## src/rtl/sweep_ctrl_if.sv

```systemverilog
// sweep_ctrl_if
//   Bundles the command inputs and the sweep outputs of sweep_ctrl.
//   Command pulses (start, stop, step) are single-cycle strobes sampled
//   on the rising clock edge. There is no back-pressure: a pulse is either
//   acted on in the cycle it is seen or dropped, and it is never queued.
//   Priority within one cycle is stop > start > step.
//
//   Signals
//     start  : run / resume pulse
//     stop   : pause pulse, or clear to idle when already paused
//     step   : single advance pulse, honoured only while paused
//     speed  : 2-bit speed select, period = TICK_DIV >> speed
//     Q      : sweep value
//     dir    : 1 = counting up, 0 = counting down
//     tick   : one-cycle strobe when Q shows a new value
//     blink  : 50% duty run indicator
//     state  : controller state (0 idle, 1 run, 2 pause)
//
//   Modports
//     slave  : the controller (consumes commands, drives outputs)
//     master : the board side (drives commands, observes outputs)
interface sweep_ctrl_if;
    logic       start;
    logic       stop;
    logic       step;
    logic [1:0] speed;
    logic [2:0] Q;
    logic       dir;
    logic       tick;
    logic       blink;
    logic [1:0] state;

    modport slave (
        input  start, stop, step, speed,
        output Q, dir, tick, blink, state
    );

    modport master (
        output start, stop, step, speed,
        input  Q, dir, tick, blink, state
    );
endinterface

```

## src/rtl/sweep_ctrl.sv

```systemverilog
// sweep_ctrl
//   Run controller for a 3-bit ping-pong LED sweep. Divides the clock to
//   produce the sweep advance, sequences idle / run / pause, and applies a
//   2-bit speed select and single-step control.
//
//   Ports
//     clk  : system clock, rising edge
//     rst  : synchronous active-high reset
//     bus  : sweep_ctrl_if.slave (commands in, sweep outputs out)
//
//   Parameters
//     TICK_DIV : cycles per sweep step at speed 0, multiple of 8 and >= 8
//     MAX_VAL  : top value of the sweep (bottom is 0)
//
//   All outputs come straight from registers.
module sweep_ctrl #(
    parameter logic [31:0] TICK_DIV = 32'd50000000,
    parameter logic [2:0]  MAX_VAL  = 3'd7
) (
    input  logic        clk,
    input  logic        rst,
    sweep_ctrl_if.slave bus
);

    typedef enum logic [1:0] {
        IDLE  = 2'd0,
        RUN   = 2'd1,
        PAUSE = 2'd2
    } state_t;

    state_t      state_q, state_d;
    logic [2:0]  q_q, q_d, adv_q;
    logic        dir_q, dir_d, adv_dir;
    logic        tick_q, tick_d;
    logic        blink_q, blink_d;
    logic [31:0] div_q, div_d;
    logic [31:0] period, term, half;

    // Speed is applied live; a faster speed mid-period fires at once because
    // the terminal compare is >= rather than ==.
    assign period = TICK_DIV >> bus.speed;
    assign term   = period - 32'd1;
    assign half   = period >> 1;

    // Next sweep position, bouncing at 0 and MAX_VAL without repeating the end.
    always_comb begin
        adv_q   = q_q;
        adv_dir = dir_q;
        if (dir_q) begin
            if (q_q < MAX_VAL) begin
                adv_q = q_q + 3'd1;
            end else begin
                adv_q   = q_q - 3'd1;
                adv_dir = 1'b0;
            end
        end else begin
            if (q_q != 3'd0) begin
                adv_q = q_q - 3'd1;
            end else begin
                adv_q   = q_q + 3'd1;
                adv_dir = 1'b1;
            end
        end
    end

    always_comb begin
        state_d = state_q;
        q_d     = q_q;
        dir_d   = dir_q;
        div_d   = div_q;
        tick_d  = 1'b0;
        case (state_q)
            RUN: begin
                if (bus.stop) begin
                    // Stop outranks a tick due in the same cycle.
                    state_d = PAUSE;
                end else if (div_q >= term) begin
                    div_d  = 32'd0;
                    q_d    = adv_q;
                    dir_d  = adv_dir;
                    tick_d = 1'b1;
                end else begin
                    div_d = div_q + 32'd1;
                end
            end
            PAUSE: begin
                if (bus.stop) begin
                    state_d = IDLE;
                    q_d     = 3'd0;
                    dir_d   = 1'b1;
                    div_d   = 32'd0;
                end else if (bus.start) begin
                    // div_cnt resumes from where it froze.
                    state_d = RUN;
                end else if (bus.step) begin
                    q_d    = adv_q;
                    dir_d  = adv_dir;
                    tick_d = 1'b1;
                end
            end
            default: begin
                // IDLE, and the unused encoding which behaves as IDLE.
                state_d = IDLE;
                q_d     = 3'd0;
                dir_d   = 1'b1;
                div_d   = 32'd0;
                if (bus.start) begin
                    state_d = RUN;
                end
            end
        endcase
        // Registered alongside div_cnt so it lines up with the new count.
        blink_d = (state_d == RUN) && (div_d >= half);
    end

    always_ff @(posedge clk) begin
        if (rst) begin
            state_q <= IDLE;
            q_q     <= 3'd0;
            dir_q   <= 1'b1;
            div_q   <= 32'd0;
            tick_q  <= 1'b0;
            blink_q <= 1'b0;
        end else begin
            state_q <= state_d;
            q_q     <= q_d;
            dir_q   <= dir_d;
            div_q   <= div_d;
            tick_q  <= tick_d;
            blink_q <= blink_d;
        end
    end

    assign bus.Q     = q_q;
    assign bus.dir   = dir_q;
    assign bus.tick  = tick_q;
    assign bus.blink = blink_q;
    assign bus.state = state_q;

endmodule
```

## src/flat_wrapper.sv

```systemverilog
// flat-port wrapper written by rule: the top's interface ports become plain ports
module sweep_ctrl_flat 
#(
    parameter logic [31:0] TICK_DIV = 32'd50000000,
    parameter logic [2:0]  MAX_VAL  = 3'd7
)
  (clk, rst, bus_start, bus_stop, bus_step, bus_speed, bus_Q, bus_dir, bus_tick, bus_blink, bus_state);
  sweep_ctrl_if bus_i ();
  input  logic clk;
  input  logic rst;
  input wire logic [$bits(bus_i.start)-1:0] bus_start;
  input wire logic [$bits(bus_i.stop)-1:0] bus_stop;
  input wire logic [$bits(bus_i.step)-1:0] bus_step;
  input wire logic [$bits(bus_i.speed)-1:0] bus_speed;
  output wire logic [$bits(bus_i.Q)-1:0] bus_Q;
  output wire logic [$bits(bus_i.dir)-1:0] bus_dir;
  output wire logic [$bits(bus_i.tick)-1:0] bus_tick;
  output wire logic [$bits(bus_i.blink)-1:0] bus_blink;
  output wire logic [$bits(bus_i.state)-1:0] bus_state;
  assign bus_i.start = bus_start;
  assign bus_i.stop = bus_stop;
  assign bus_i.step = bus_step;
  assign bus_i.speed = bus_speed;
  assign bus_Q = bus_i.Q;
  assign bus_dir = bus_i.dir;
  assign bus_tick = bus_i.tick;
  assign bus_blink = bus_i.blink;
  assign bus_state = bus_i.state;
  sweep_ctrl #(.TICK_DIV(TICK_DIV), .MAX_VAL(MAX_VAL)) u_core (.clk(clk), .rst(rst), .bus(bus_i));
endmodule
```

## config.mk

```make
export PLATFORM = sky130hd
export DESIGN_NAME = sweep_ctrl_flat
export DESIGN_NICKNAME = d
export VERILOG_FILES = /design/src/rtl/sweep_ctrl_if.sv /design/src/rtl/sweep_ctrl.sv /design/src/flat_wrapper.sv
export SDC_FILE = /design/constraint.sdc
export NUM_CORES = 1
export LEC_CHECK = 0
export ABC_AREA = 0
export CAP_MARGIN = 20
export CORE_MARGIN = 1
export CORE_UTILIZATION = 55
export CTS_BUF_LIST = sky130_fd_sc_hd__clkbuf_16
export DETAILED_ROUTE_END_ITERATION = 7
export PLACE_DENSITY = 0.75
export RECOVER_POWER = 100
export SYNTH_ARGS = -nofsm -noshare
export SYNTH_HDL_FRONTEND = slang
export SYNTH_SLANG_ARGS = --single-unit
```

## constraint.sdc

```tcl
create_clock -name clk -period 5.9 [get_ports clk]
set_clock_uncertainty 0.1 [all_clocks]
set_input_delay 1.18 -clock clk [delete_from_list [all_inputs] [get_ports clk]]
set_output_delay 1.18 -clock clk [all_outputs]
set_load 0.02 [all_outputs]
```

# Word-level counts from Yosys, hierarchy flattened
# Index checks and enable logic that the tools add are counted.
# word_totals
ff_bits	40
input_bits	7
output_inout_bits	8
wordCells	57
# classes
magnitude_cmp	3
shifts	1
n_mux	33
add_sub_neg	4
eq_ne	7
n_reduce_logical	3
# ops
operator	n
$mux 32	3
$pmux 32 s2	1
$add 32x1->32 const B	1
$ge 32x31->1	1
$ge 32x32->1	1
$shr 26x2->32 const A	1
$sub 32x1->32 const B	1
$mux 3	8
$mux 1	14
$mux 2	3
$ne 3x3->1 const B	2
$pmux 3 s2	1
$eq 2x1->1 const B	2
$pmux 1 s2	2
$pmux 2 s2	1
$reduce_and 4->1	1
$add 3x1->3 const B	1
$lt 3x3->1 const B	1
$reduce_bool 3->1	1
$sub 3x1->3 const B	1
$eq 2x2->1 const B	1
$ne 2x1->1 const B	1
$ne 2x2->1 const B	1
$logic_and 1x1->1	1

# Longest topological paths before layout
# depth
ltp_word	8
ltp_mapped	24

# Worst setup path after synthesis
# No wires, ideal clock.
# synth_path
kind	in2reg
start	input port bus_speed[0]
end	register u_core.blink_q, in the netlist u_core.bus.blink
arrival_time_ns	5.068
path_stages	24
setup_slack_ns	0.610
path_cell_list	nor2_1 > inv_1 > ha_1 > ha_1 > nand2_1 > o22ai_1 > a211oi_1 > o211ai_1 > a2111o_2 > clkbuf_1 > buf_2 > nor3_1 > a21oi_1 > nor2_1 > ha_1 > o21a_1 > o21ai_0 > nand2b_1 > a221oi_1 > o21ai_1 > a221oi_1 > o31ai_1 > o211ai_1 > a21oi_1
# synth_via
elab_chain_cells	8
# synth_rtl
element	line	text
from (decl)	flat_wrapper.sv:14	input wire logic [$bits(bus_i.speed)-1:0] bus_speed;
$shr 26x2->32	sweep_ctrl.sv:41	assign period = TICK_DIV >> bus.speed;
$sub 32x1->32	sweep_ctrl.sv:42	assign term = period - 32'd1;
$ge 32x32->1	sweep_ctrl.sv:77	end else if (div_q >= term) begin
$mux 32	sweep_ctrl.sv:77	
$mux 32	sweep_ctrl.sv:74	if (bus.stop) begin
$pmux 32 s2	sweep_ctrl.sv:72	case (state_q)
net u_core.div_d[3]	sweep_ctrl.sv:36	logic [31:0] div_q, div_d;
$ge 32x31->1	sweep_ctrl.sv:113	blink_d = (state_d == RUN) && (div_d >= half);
$logic_and 1x1->1	sweep_ctrl.sv:113	
to (signal assigned)	sweep_ctrl.sv:130	blink_q <= blink_d;
to (decl)	sweep_ctrl.sv:35	logic blink_q, blink_d;
# The timed path passes the listed nets, and every way through them passes these cells.
# A chain may end at the register's enable or synchronous reset.

# Worst setup path after layout
# Ends and elaborated chain as after synthesis.

==> reports/metrics.cfg <==
[floorplan]
die-height_um=81.76
core_sq_um=6026
io_pins=15
die_area_sq_um=6684
initial_core_util=0.5806
rows=28
dieWidth_um=81.76

[synthesis]
ys_seq_elements=40
yosysSeqAreaShare=0.2289
synth_compound_area_frac=0.2182
async_reset_ff_frac=0
synth_edf_count=0
yosysWarnings=0
synth-adder-area-share=0.1817
synth_cell_types=59
synthMuxAreaShare=0.006080
synth_xor_area_frac=0.01502
synth_top_family_by_area=simple AND/OR/NAND/NOR gates
syn_area_sq_um=3498
avgSynthCellArea_sq_um=7.334
netlist_instances=477
ys.flop_type=dfxtp_1
synth-simple-area-share=0.3004

[critical_path]
critPathTopFamily=compound AO/OA/AOI/OAI gates
start_kind=input pin
critPathMaxFanout=11
worst_ep_required_time_ps=5970
cp_slowest_cell=or4bb_1
cp.arrival_ps=5430
crit_path_end_kind=flip-flop
worst-path-buf-inv=3
path_cells=clkbuf_1 -> buf_6 -> ha_1 -> or4bb_1 -> o21ai_0 -> nand4_1 -> o211ai_1 -> a2111o_2 -> clkbuf_1 -> o21ai_1 -> a21oi_1 -> nor2_1 -> ha_1 -> o21ai_0 -> nand2b_1 -> a221oi_1 -> o21ai_1 -> a221oi_2 -> o31ai_1 -> o211ai_1 -> a21oi_1
crit_type=in -> reg
cpPeakStageDelay_ps=480

[grt]
grt_pass1_wl_mm=14.62
antenna_found_initial=0
grtUsageTotal=0.2883
grt_overflow=0
grt_pass1_vias=3137
grt_max_degree=38

[clock_network]
cts_tree=built
cts_buffer_depth=2
insertion_delay_ps=280
htree_levels=2
cts_buffers=5
cts_root_buffer=clkbuf_16
cts_hold_buf=0
cts.sinks=40
clk_pin_slew_worst_paths_ps=60

[detailed_routing]
drt_iter0_drc=157
remaining_drc_errors=0
ant_nets=0
post_drt_wl_per_cell_um=15.98
firstDrtPassIters=4
finalWirelength_mm=9.203
vias=3501
via_per_inst=6.078

[sta]
layout_setup_ws_ps=535.5
setup_viol=0
rsz0062_at_grt=false
finalSetupTns_ps=0
post-route-period-util=0.9092
fin_crit_ps=5365
fmax_mhz=186.4
timing.slew.headroom=0.3902
slew_viol_final=0
tightest_slew_ps=905.1
timing_hold_violations_final=0
whs_ps=410.9

[final_layout]
final_net_count=557
final_cells=576
drive_above_1_share=0.07984
final_core_util=0.6586
areaGrowthSynthToFinish_pct=13.45
n_antenna_cell=0
finalInstanceArea_sq_um=3969

[power_and_ir_drop]
finalPower_uw=620.3
power_frac_clock=0.441
power_leakage_nw=1.607
ir_drop_mv=0.1271
netSwitchingFraction=0.2645
pwr-share-seq=0.438
power_density_nw_per_um2=156.3
power_frac_comb=0.121
p_int_uw=456.2
switchingPower_uw=164.1

[placement]
dpl.hpwl_mm=6.814
dpl_cell_area_sq_um=3796
pre_cts_slack_ps=-164.4
io_buffers=14
dp.cells=565
routabilityCongestion=0.8781

[job]
drv_cap=0

[hold_path]
hold_class=reg -> reg

[status]
outcome=completed

tightest hold or removal path, cell delays in order, from the launching register on:
cell,delay [ps]
dfxtp_1,330
o21ai_0,80
a21oi_1,60
worst paths after layout:
kind               startpoint          endpoint  slack [ps]  cells after the start
max              bus_speed[0]  u_core.bus.blink         540                     21
min           u_core.bus.Q[2]   u_core.bus.Q[2]         410                      2
max reg2reg  u_core.div_q[15]  u_core.bus.blink        1320                     19
min reg2reg   u_core.bus.Q[2]   u_core.bus.Q[2]         410                      2
layer usage:
layer | global-route usage | part of all wire | vias to the layer above
li1 | - | - | 1770
met1 | 0.3747 | 0.45 | 1624
met2 | 0.4818 | 0.46 | 94
met3 | 0.04667 | 0.073 | 13
met4 | 0.09474 | 0.014 | 0
met5 | 0 | 0 | -
timing repair:
item	CTS	global route
gates resized for setup	0	9
endpoints found under the hold margin	0	0
buffers inserted	0	3
endpoints found under the setup margin	0	1
power groups by stage:
stage	Combinational [mW]	Sequential (mW)	Clock, mW
after floorplan	0.0455	0.279	0
after global placement	0.0707	0.278	0
after detailed placement	0.0726	0.278	0
after CTS	0.0732	0.272	0.278
after global routing	0.0835	0.272	0.290
final	0.0751	0.272	0.273
cell usage in the layout (no fill, tap or decap), drive strengths merged, types with 7 or more instances in the layout:
cell type / instances
nor4: 7
nor3: 13
conb: 8
nand3: 18
o21ai: 45
nand2: 31
or3: 8
buf: 17
a21oi: 55
nand4: 8
nand2b: 7
and3: 9
nor2: 68
inv: 20
dlygate4sd3: 9
dfxtp: 40
clkbuf: 9
nor3b: 8
nor2b: 11
ha: 50
state kept, by name, indices dropped and copies added, names as in the netlist:
signal / flops
u_core.bus.Q: 3
u_core.bus.tick: 1
u_core.bus.blink: 1
u_core.div_q: 32
u_core.bus.state: 2
u_core.bus.dir: 1
cell usage after synthesis, drive strengths merged (7+ instances only):
cell type	n	area (sq um)
nor2	68	255.2
a21oi	55	275.3
ha	50	625.6
o21ai	45	229.0
dfxtp	40	800.8
nand2	31	118.9
inv	20	75.07
nand3	18	95.09
clkbuf	17	63.81
nor3	13	70.07
nor2b	11	68.82
and3	9	61.31
nand4	8	50.05
nor3b	8	60.06
or3	8	50.05
nand2b	7	43.79
nor4	7	65.06
kinds of logic (layout without fill, tap and decap cells):
group,after synthesis,count (layout)
adder cells (fa/ha/maj),51,51
AND/OR/NAND/NOR,201,201
AO/OA/AOI/OAI,132,132
flip-flops,40,40
other,2,8
XOR/XNOR,6,6
multiplexers,2,2
buffers and inverters,43,61
area by class of cell:
class,count,area [sq um]
tap,75,93.84
clock inverter,3,23.77
timing repair buffer,33,279.0
sequential,40,800.8
clock buffer,5,125.1
fill,534,2057
multi-input combinational,400,2571
inverter,20,75.07
Power figures use the tool's default switching activity.
